File: config.mk
export PLATFORM = sky130hd
export DESIGN_NAME = mem_port_arbiter
export DESIGN_NICKNAME = d
export VERILOG_FILES = /design/src/rtl/mem_port_arbiter.sv
export SDC_FILE = /design/constraint.sdc
export NUM_CORES = 1
export LEC_CHECK = 0
export BUFFER_PORTS_ARGS = -buffer_cell sky130_fd_sc_hd__buf_4
export CORE_MARGIN = 1.5
export CORE_UTILIZATION = 35
export CTS_BUF_LIST = sky130_fd_sc_hd__clkbuf_4
export CTS_CLUSTER_SIZE = 30
export DETAILED_ROUTE_END_ITERATION = 6
export PLACE_DENSITY = 0.7
export SETUP_SLACK_MARGIN = 0.5
export SYNTH_ARGS = -nofsm -noshare
export SYNTH_HDL_FRONTEND = slang
export SYNTH_SLANG_ARGS = --single-unit
File: constraint.sdc
create_clock -name clk -period 2.6 [get_ports clk]
set_input_delay 0.52 -clock clk [delete_from_list [all_inputs] [get_ports clk]]
set_output_delay 0.52 -clock clk [all_outputs]
set_load 0.03 [all_outputs]
File: src/rtl/mem_port_arbiter.sv
`default_nettype none
// mem_port_arbiter: serialises fetch and data requests onto one fixed-latency
// memory port with round-robin arbitration, stall generation and halt quiescing.
module mem_port_arbiter #(
  parameter int MEM_LAT = 4,
  parameter int ADDR_W  = 16,
  parameter int DATA_W  = 16
) (
  input  logic              clk,
  input  logic              rst,
  input  logic              if_req,
  input  logic [ADDR_W-1:0] if_addr,
  output logic              if_stall,
  output logic              if_done,
  output logic [DATA_W-1:0] if_rdata,
  input  logic              dm_req,
  input  logic              dm_wr,
  input  logic [ADDR_W-1:0] dm_addr,
  input  logic [DATA_W-1:0] dm_wdata,
  output logic              dm_stall,
  output logic              dm_done,
  output logic [DATA_W-1:0] dm_rdata,
  output logic              mem_en,
  output logic              mem_wr,
  output logic [ADDR_W-1:0] mem_addr,
  output logic [DATA_W-1:0] mem_wdata,
  input  logic [DATA_W-1:0] mem_rdata,
  input  logic              halt,
  output logic              halted,
  output logic              err
);

  localparam logic [1:0] c_ST_IDLE    = 2'd0;
  localparam logic [1:0] c_ST_BUSY_IF = 2'd1;
  localparam logic [1:0] c_ST_BUSY_DM = 2'd2;
  localparam logic [3:0] c_CNT_LOAD   = 4'(MEM_LAT - 1);

  logic [1:0]        r_state;
  logic [3:0]        r_cnt;
  logic              r_last;
  logic              r_halt_pend;
  logic              r_halted;
  logic              r_err;
  logic              r_mem_en;
  logic              r_mem_wr;
  logic [ADDR_W-1:0] r_mem_addr;
  logic [DATA_W-1:0] r_mem_wdata;
  logic [DATA_W-1:0] r_if_rdata;
  logic [DATA_W-1:0] r_dm_rdata;

  logic              w_idle;
  logic              w_block;
  logic              w_grant_dm;
  logic              w_grant_if;
  logic              w_grant;
  logic [ADDR_W-1:0] w_grant_addr;
  logic              w_if_done;
  logic              w_dm_done;
  logic              w_dm_load_done;

  assign w_idle  = (r_state == c_ST_IDLE);
  // A pending or live halt, or an already-quiesced port, suppresses every grant.
  assign w_block = halt | r_halt_pend | r_halted;

  // Data wins a tie unless it was granted last.
  assign w_grant_dm   = w_idle & ~w_block & dm_req & (~if_req | ~r_last);
  assign w_grant_if   = w_idle & ~w_block & if_req & ~w_grant_dm;
  assign w_grant      = w_grant_dm | w_grant_if;
  assign w_grant_addr = w_grant_dm ? dm_addr : if_addr;

  assign w_if_done      = (r_state == c_ST_BUSY_IF) & (r_cnt == 4'd0);
  assign w_dm_done      = (r_state == c_ST_BUSY_DM) & (r_cnt == 4'd0);
  assign w_dm_load_done = w_dm_done & ~r_mem_wr;

  always_ff @(posedge clk or negedge rst) begin
    if (!rst) begin
      r_state     <= c_ST_IDLE;
      r_cnt       <= 4'd0;
      r_last      <= 1'b0;
      r_halt_pend <= 1'b0;
      r_halted    <= 1'b0;
      r_err       <= 1'b0;
      r_mem_en    <= 1'b0;
      r_mem_wr    <= 1'b0;
      r_mem_addr  <= '0;
      r_mem_wdata <= '0;
    end else begin
      r_mem_en    <= w_grant;
      r_halt_pend <= r_halt_pend | halt;
      if (w_grant && w_grant_addr[0]) begin
        r_err <= 1'b1;
      end
      case (r_state)
        c_ST_IDLE: begin
          if (w_grant_dm) begin
            r_state     <= c_ST_BUSY_DM;
            r_mem_addr  <= dm_addr;
            r_mem_wr    <= dm_wr;
            r_mem_wdata <= dm_wdata;
            r_cnt       <= c_CNT_LOAD;
            r_last      <= 1'b1;
          end else if (w_grant_if) begin
            r_state    <= c_ST_BUSY_IF;
            r_mem_addr <= if_addr;
            r_mem_wr   <= 1'b0;
            r_cnt      <= c_CNT_LOAD;
            r_last     <= 1'b0;
          end else if (halt || r_halt_pend) begin
            r_halted <= 1'b1;
          end
        end
        c_ST_BUSY_IF, c_ST_BUSY_DM: begin
          if (r_cnt == 4'd0) begin
            r_state <= c_ST_IDLE;
          end else begin
            r_cnt <= r_cnt - 4'd1;
          end
        end
        default: begin
          r_state <= c_ST_IDLE;
        end
      endcase
    end
  end

  always_ff @(posedge clk or negedge rst) begin
    if (!rst) begin
      r_if_rdata <= '0;
      r_dm_rdata <= '0;
    end else begin
      if (w_if_done) begin
        r_if_rdata <= mem_rdata;
      end
      if (w_dm_load_done) begin
        r_dm_rdata <= mem_rdata;
      end
    end
  end

  // Read data is forwarded in the completion cycle, then held from the register.
  assign if_rdata  = w_if_done ? mem_rdata : r_if_rdata;
  assign dm_rdata  = w_dm_load_done ? mem_rdata : r_dm_rdata;
  assign if_done   = w_if_done;
  assign dm_done   = w_dm_done;
  assign if_stall  = if_req & ~w_if_done;
  assign dm_stall  = dm_req & ~w_dm_done;
  assign mem_en    = r_mem_en;
  assign mem_wr    = r_mem_wr;
  assign mem_addr  = r_mem_addr;
  assign mem_wdata = r_mem_wdata;
  assign halted    = r_halted;
  assign err       = r_err;

endmodule
`default_nettype wire

-- After elaboration in Yosys (flattened, before gate mapping)
Cells that the tools add are included.
- eq/ne operators: 5
- add/subtract/negate cells: 1
- mux-type cells: 16
- reduce and logical (&&, ||, !) cells: 12
- bitwise operators: 22
- operator list (operator ; number):
    16-bit two-way mux ; 4
    4-bit two-way mux ; 3
    1-bit bitwise AND ; 10
    1-bit inverter ; 8
    4-bit one-hot mux with 2 select lines ; 1
    2-bit two-way mux ; 3
    2-bit AND reduction ; 3
    4-bit zero test ; 1
    1-bit two-way mux ; 4
    2-bit inequality test (second input constant) ; 2
    1-bit bitwise OR ; 4
    2-bit one-hot mux with 2 select lines ; 1
    4-bit AND reduction ; 1
    2-bit nonzero test ; 2
    4-bit by 1-bit subtractor with 4-bit output (second input constant) ; 1
    3-bit by 1-bit inequality test with 1-bit output (second input constant) ; 1
    3-bit AND reduction ; 1
    2-bit by 1-bit equality test with 1-bit output (second input constant) ; 1
    2-bit equality test (second input constant) ; 1
    2-bit zero test ; 1
    2-bit OR reduction ; 1
    1-bit logical AND ; 1
    1-bit logical OR ; 1
- input bits: 70
- bits in registers: 76
- logic and storage cells: 68
- output and inout bits: 72

-- Depth between registers and ports, before layout
Gate-level depths: netlist (run 1).
- word-level depth: 11
- mapped depth: 9
- depth with buffers taken out: 7

-- Worst setup path before layout (run 1)
No wires, ideal clock.
- path kind: register -> output
- from: register r_cnt[0]
- to: output if_rdata[10]
- arrival time: 1.984 ns
- path buffers: 2
- data required time: 2.080 ns
- setup slack: 0.096 ns
- stages on the path, launching flop included: 8
- cell sequence: dfrtp_1 > inv_1 > ha_1 > nor3b_2 > and2_1 > buf_4 > buf_2 > mux2_2
- cells in the longest elaborated chain, start to end: 3
- RTL lines (item ; line ; source):
    from (decl) ; 39 ; logic [3:0] r_cnt;
    from (signal assigned) ; 100 ; r_cnt <= c_CNT_LOAD;
    from (signal assigned) ; 106 ; r_cnt <= c_CNT_LOAD;
    from (signal assigned) ; 116 ; r_cnt <= r_cnt - 4'd1;
    4-bit zero test ; 71 ; assign w_if_done = (r_state == c_ST_BUSY_IF) & (r_cnt == 4'd0);
    1-bit bitwise AND ; 71 ;
    via if_done ; 14 ; output logic if_done,
    16-bit two-way mux ; - ;
    to (decl) ; 15 ; output logic [DATA_W-1:0] if_rdata,
The timed path passes the listed nets, and every way through them passes these cells.

-- Worst setup path after layout (run 1)
- from: register r_cnt[0]
- to: output dm_rdata[13]
- cells in the longest elaborated chain, start to end: 4
- RTL lines (item ; line ; source):
    4-bit zero test ; 72 ; assign w_dm_done = (r_state == c_ST_BUSY_DM) & (r_cnt == 4'd0);
    1-bit bitwise AND ; 72 ;
    1-bit bitwise AND ; 73 ; assign w_dm_load_done = w_dm_done & ~r_mem_wr;
    16-bit two-way mux ; - ;
    to (decl) ; 22 ; output logic [DATA_W-1:0] dm_rdata,
Every way passes these cells.

==> reports/results.tsv, run 1 <==
metric	value	unit
outcome	finished with violations	
failed_checks	setup timing	
drt_drc_violations_left	0	
ys_warn_count	0	
synth_edf_count	0	
syn_avg_cell_area	11.4	sq um
p_clk_frac	0.218	
grt_max_degree	77	
rsz0062_at_grt	yes	
wl_per_cell	14.7	um
drive_above_1_share	0.534	
port_buffers	141	
avgViaCountPerCell	4.73	
cp_max_fo	8	
hold_viol	0	
power.density	566	mW/mm^2
r2r_slack	620	ps
rows	34	
h-tree-depth	3	
clk_latency	400	ps
grt.total_usage	0.168	
drv_cap	0	
fp.dieW	99.2	um
yosysSeqAreaShare	0.587	
syn_inst	283	
drt_iter0_drc	83	
ff2ff_path_depth	7	
internal_power	0.00188	W
grt_overflow	0	
hold_buffers	0	
hpwl	5690	um
post-route-util	0.551	
synth_seq_cells	76	
stdcell_count	559	
hold_ws	96.6	ps
worstMarginPinSlew	687	ps
place_worst_setup_slack	169	ps
n_antenna_cell	0	
cts_sinks	76	
endpoint_kind	output port	
startpoint_type	register	
power_frac_comb	0.288	
synth_cell_types	42	
area_growth	50.7	%
min_period_over_period	1.04	
grt_pass1_wl	13000	um
arrival	2190	ps
start_util	0.366	
first_global_vias	2628	
leakage	2.59	nW
ys_async_sr_fraction	1.00	
gp_congestion	0.718	
hold_path.class	in2async	
core_area	0.00885	sq mm
setup_violations	32	
ys.flop_type	dfrtp_1	
tns	-2600	ps
required	2080	ps
min_period	2710	ps
fin_nets	520	
clock.fmax	369	MHz
final_cell_mix	buf_4 (144), dfrtp_1 (76), nand2_1 (53)	
fin_skew	15.2	ps
cts_tree	done	
r2r_end	r_cnt[0]	
timing.slew.headroom	0.538	
drtAntennaViolNets	0	
setup_slack	-108	ps
synth_area	0.00324	sq mm
io_pins	142	
mostFrequentLayoutCell	buf_4	
die_h	99.2	um
slew_violations	0	
syn_nets	357	
clockBufferDepth	2	
dp_cells	525	
ir_drop	257	uV
first_pass_iters	4	
crit_type	reg2out	
vias	2642	
switching_share	0.321	
die-area	0.00984	sq mm
r2r_start	r_cnt[0]	
clockRootBuffer	clkbuf_4	
wl	8220	um
pwr-share-seq	0.494	
clkTransAtPathRegs	130	ps
grt_antenna_before_repair	0	
switchingPower	0.000885	W
cts_made_buffers	9	
==> state kept, by name, indices dropped and copies added, names as in the netlist <==
name,flops
mem_addr,16
mem_wdata,16
r_dm_rdata,16
r_if_rdata,16
r_cnt,4
r_state,2
err,1
halted,1
mem_en,1
mem_wr,1
r_halt_pend,1
r_last,1
==> routing by layer <==
| layer | up-vias | part of all wire | track usage |
|---|---|---|---|
| li1 | 1284 | - | - |
| met1 | 1270 | 0.42 | 0.208 |
| met2 | 81 | 0.53 | 0.293 |
| met3 | 7 | 0.051 | 0.0513 |
| met4 | 0 | 0.0060 | 0.0325 |
| met5 | - | 0 | 0 |
==> cell type report <==
cell class	count	area [sq um]
fill	785	3970
clock inverter	7	43.8
tap	108	135
clock buffer	9	67.6
multi-input combinational	184	1330
timing repair buffer	166	1370
inverter	9	33.8
sequential	76	1900
==> power by group through the flow <==
stage	sequential, W	clock, W	combinational, W
floorplan	0.00143	0	0.000358
global placement	0.00139	0	0.000665
global route	0.00138	0.000690	0.000847
detailed placement	0.00140	0	0.000680
finish	0.00136	0.000603	0.000795
CTS	0.00136	0.000643	0.000782
==> kinds of logic after synthesis <==
kind of cell	after synthesis	share of synthesized area
compound gates	36	0.0777
fa+ha+maj	4	0.0155
buf+inv	23	0.0406
flops	76	0.587
mux	33	0.114
simple gates	111	0.165
==> metrics by stage <==
stage / area, sq um / total power (W)
after floorplan: 3360 / 0.00179
after global placement: 4520 / 0.00205
after detailed placement: 4520 / 0.00208
after CTS: 4860 / 0.00279
after global routing: 4880 / 0.00291
final: 4880 / 0.00276
==> cells in the mapped netlist (all sizes together) (2+ instances only) <==
| library cell | count | share of area |
|---|---|---|
| and2 | 3 | 0.0062 |
| o22ai | 17 | 0.033 |
| dfrtp | 76 | 0.59 |
| nand2 | 54 | 0.063 |
| mux2 | 32 | 0.11 |
| a21oi | 3 | 0.0046 |
| nand3 | 3 | 0.0046 |
| a21o | 2 | 0.0050 |
| a22o | 3 | 0.0081 |
| inv | 8 | 0.0093 |
| ha | 4 | 0.015 |
| a31oi | 3 | 0.0058 |
| or2 | 2 | 0.0039 |
| nor2 | 37 | 0.053 |
| clkbuf | 4 | 0.0046 |
| nor4b | 2 | 0.010 |
| o21ai | 3 | 0.0058 |
| or3b | 2 | 0.0054 |
| nor3b | 2 | 0.0062 |
| nor3 | 2 | 0.0031 |
| buf | 10 | 0.025 |
==> worst max-delay path, stage by stage, from the launching register on <==
cell and delay [ps]:
dfrtp_1 410, inv_2 80, ha_4 130, nor3b_4 220, nand2_2 110, nor2_4 190, clkbuf_16 190, mux2_4 310
buf_6 140
==> how the worst max path moves through the flow <==
stage	depth (start not counted)	startpoint	endpoint	slack, ps
after floorplan	7	r_cnt[0]	dm_rdata[10]	380
after global placement	8	r_cnt[0]	dm_rdata[0]	260
after detailed placement	8	r_cnt[0]	dm_rdata[3]	170
after CTS	8	r_cnt[0]	dm_rdata[12]	-160
after global routing	8	r_cnt[0]	dm_rdata[13]	-250
final	8	r_cnt[0]	dm_rdata[13]	-110
==> timing repair <==
| item | in CTS | in global routing |
|---|---|---|
| endpoints found under the setup margin | 52 | 68 |
| setup buffers | 15 | 2 |
| cloned | 1 | 0 |
| gates resized for setup | 25 | 4 |
| pin swaps | 3 | 3 |
Power figures use the tool's default switching activity.
==> inputs of run 2 (changes only) <==
==> constraint.sdc (replaced) <==
create_clock -name clk -period 2.6 [get_ports clk]
set_input_delay 0.52 -clock clk [delete_from_list [all_inputs] [get_ports clk]]
set_output_delay 0.52 -clock clk [all_outputs]
set_load 0.1 [all_outputs]
==> reports/results.tsv, run 2 (synthesized netlist as in run 1, its figures left out) <==
metric	value	unit
min_period	2760	ps
fill_cells	693	
outcome	finished with violations	
setup_slack	-157	ps
drive_above_1_share	0.556	
power.density	634	mW/mm^2
clockBufferDepth	2	
arrival	2240	ps
failed_checks	setup timing	
clkTransAtPathRegs	130	ps
area_growth	72.1	%
mostFrequentLayoutCell	buf_4	
io_pins	142	
placed_area	0.00454	sq mm
multiInputGateArea	0.00136	sq mm
switching_share	0.377	
port_buffers	141	
slew_violations	0	
pwr-share-seq	0.387	
drt_drc_violations_left	0	
hold_ws	21.3	ps
timing.slew.headroom	0.612	
n_antenna_cell	0	
startpoint_type	register	
met1_usage	0.235	
fp.dieW	99.2	um
internal_power	0.00220	W
p_clk_frac	0.220	
hpwl	6000	um
regArea	0.00190	sq mm
leakage	2.82	nW
fin_skew	14.0	ps
stdcell_count	576	
fin_nets	539	
vias	2832	
first_pass_iters	4	
grtUsageMet3	0.0562	
setup_violations	33	
clockRootBuffer	clkbuf_4	
endpoint_kind	output port	
die_h	99.2	um
crit_type	reg2out	
clock.fmax	363	MHz
place_worst_setup_slack	99.0	ps
cts_made_buffers	9	
dp_cells	528	
grt_antenna_before_repair	0	
cts_tree	done	
ir_drop	278	uV
final_cell_mix	buf_4 (136), dfrtp_1 (75), nand2_1 (53)	
avgViaCountPerCell	4.92	
drv_cap	0	
min_period_over_period	1.06	
cts_sinks	76	
switchingPower	0.00133	W
power_frac_comb	0.393	
grt_overflow	0	
start_util	0.366	
required	2080	ps
hold_viol	0	
rows	34	
worstMarginPinSlew	577	ps
wl	9670	um
h-tree-depth	3	
grt.total_usage	0.195	
die-area	0.00984	sq mm
grt_max_degree	32	
grt_pass1_wl	14800	um
first_global_vias	2930	
wl_per_cell	16.8	um
drt_iter0_drc	113	
clk_latency	420	ps
grt_use_met2	0.335	
drtAntennaViolNets	0	
hold_path.class	in2async	
grt.busiest_layer	met2	
core_area	0.00885	sq mm
finish.instance_area	0.00557	sq mm
gp_congestion	0.775	
cp_max_fo	6	
rsz0062_at_grt	yes	
[run 2: path summary, 6_finish.rpt]
| check | depth (start not counted) | endpoint | slack [ps] | startpoint |
|---|---|---|---|---|
| worst max-delay path | 8 | dm_rdata[6] | -160 | r_cnt[1] |
| worst min-delay path | 1 | r_dm_rdata[5] | 20 | rst |
| worst max register to register | 8 | r_cnt[0] | 530 | r_cnt[1] |
| worst min register to register | 1 | r_last | 490 | r_last |
| max in group asynchronous | 2 | mem_wdata[8] | 1930 | rst |
| min in group clk | 3 | mem_wdata[12] | 290 | dm_wdata[12] |
[run 2: routing by layer]
layer  vias to the layer above  wire length [um]  part of all wire
met5                         -                 0                 0
met4                         0               189             0.020
met3                        18               639             0.066
met2                       109              5020              0.52
met1                      1381              3820              0.39
li1                       1324                 -                 -
[run 2: worst max-delay path, stage by stage, from the launching register on]
cell and delay [ps]:
dfrtp_1 410, inv_2 70, ha_4 130, nor3b_4 220, nand2_2 100, nor2_4 190, clkbuf_16 200, mux2_4 330
buf_12 170
[run 2: area by class of cell]
class | count | area share
timing repair buffer | 185 | 0.356
sequential | 76 | 0.341
multi-input combinational | 184 | 0.245
tap | 108 | 0.0242
clock inverter | 5 | 0.0141
clock buffer | 9 | 0.0121
inverter | 9 | 0.00718
[run 2: through the flow]
step	total power, W	setup TNS, ps	utilization
2_1_floorplan	0.00220	0	-
3_3_place_gp	0.00248	0	0.513
3_5_place_dp	0.00251	0	0.513
4_1_cts	0.00347	-3740	0.604
5_1_grt	0.00368	-7070	0.630
6_report	0.00353	-3540	0.630
[run 2: timing repair]
item	4_1_cts	5_1_grt
gates cloned	3	1
hold buffers	0	0
endpoints found under the setup margin	36	52
pin swaps	2	3
resized for setup	119	15
buffers inserted	13	17
[run 2: power by group through the flow]
stage	clock, W	sequential (W)	combinational (W)
final	0.000777	0.00137	0.00139
after global routing	0.000855	0.00138	0.00145
after CTS	0.000796	0.00136	0.00132
after detailed placement	0	0.00139	0.00112
after global placement	0	0.00138	0.00110
after floorplan	0	0.00156	0.000638
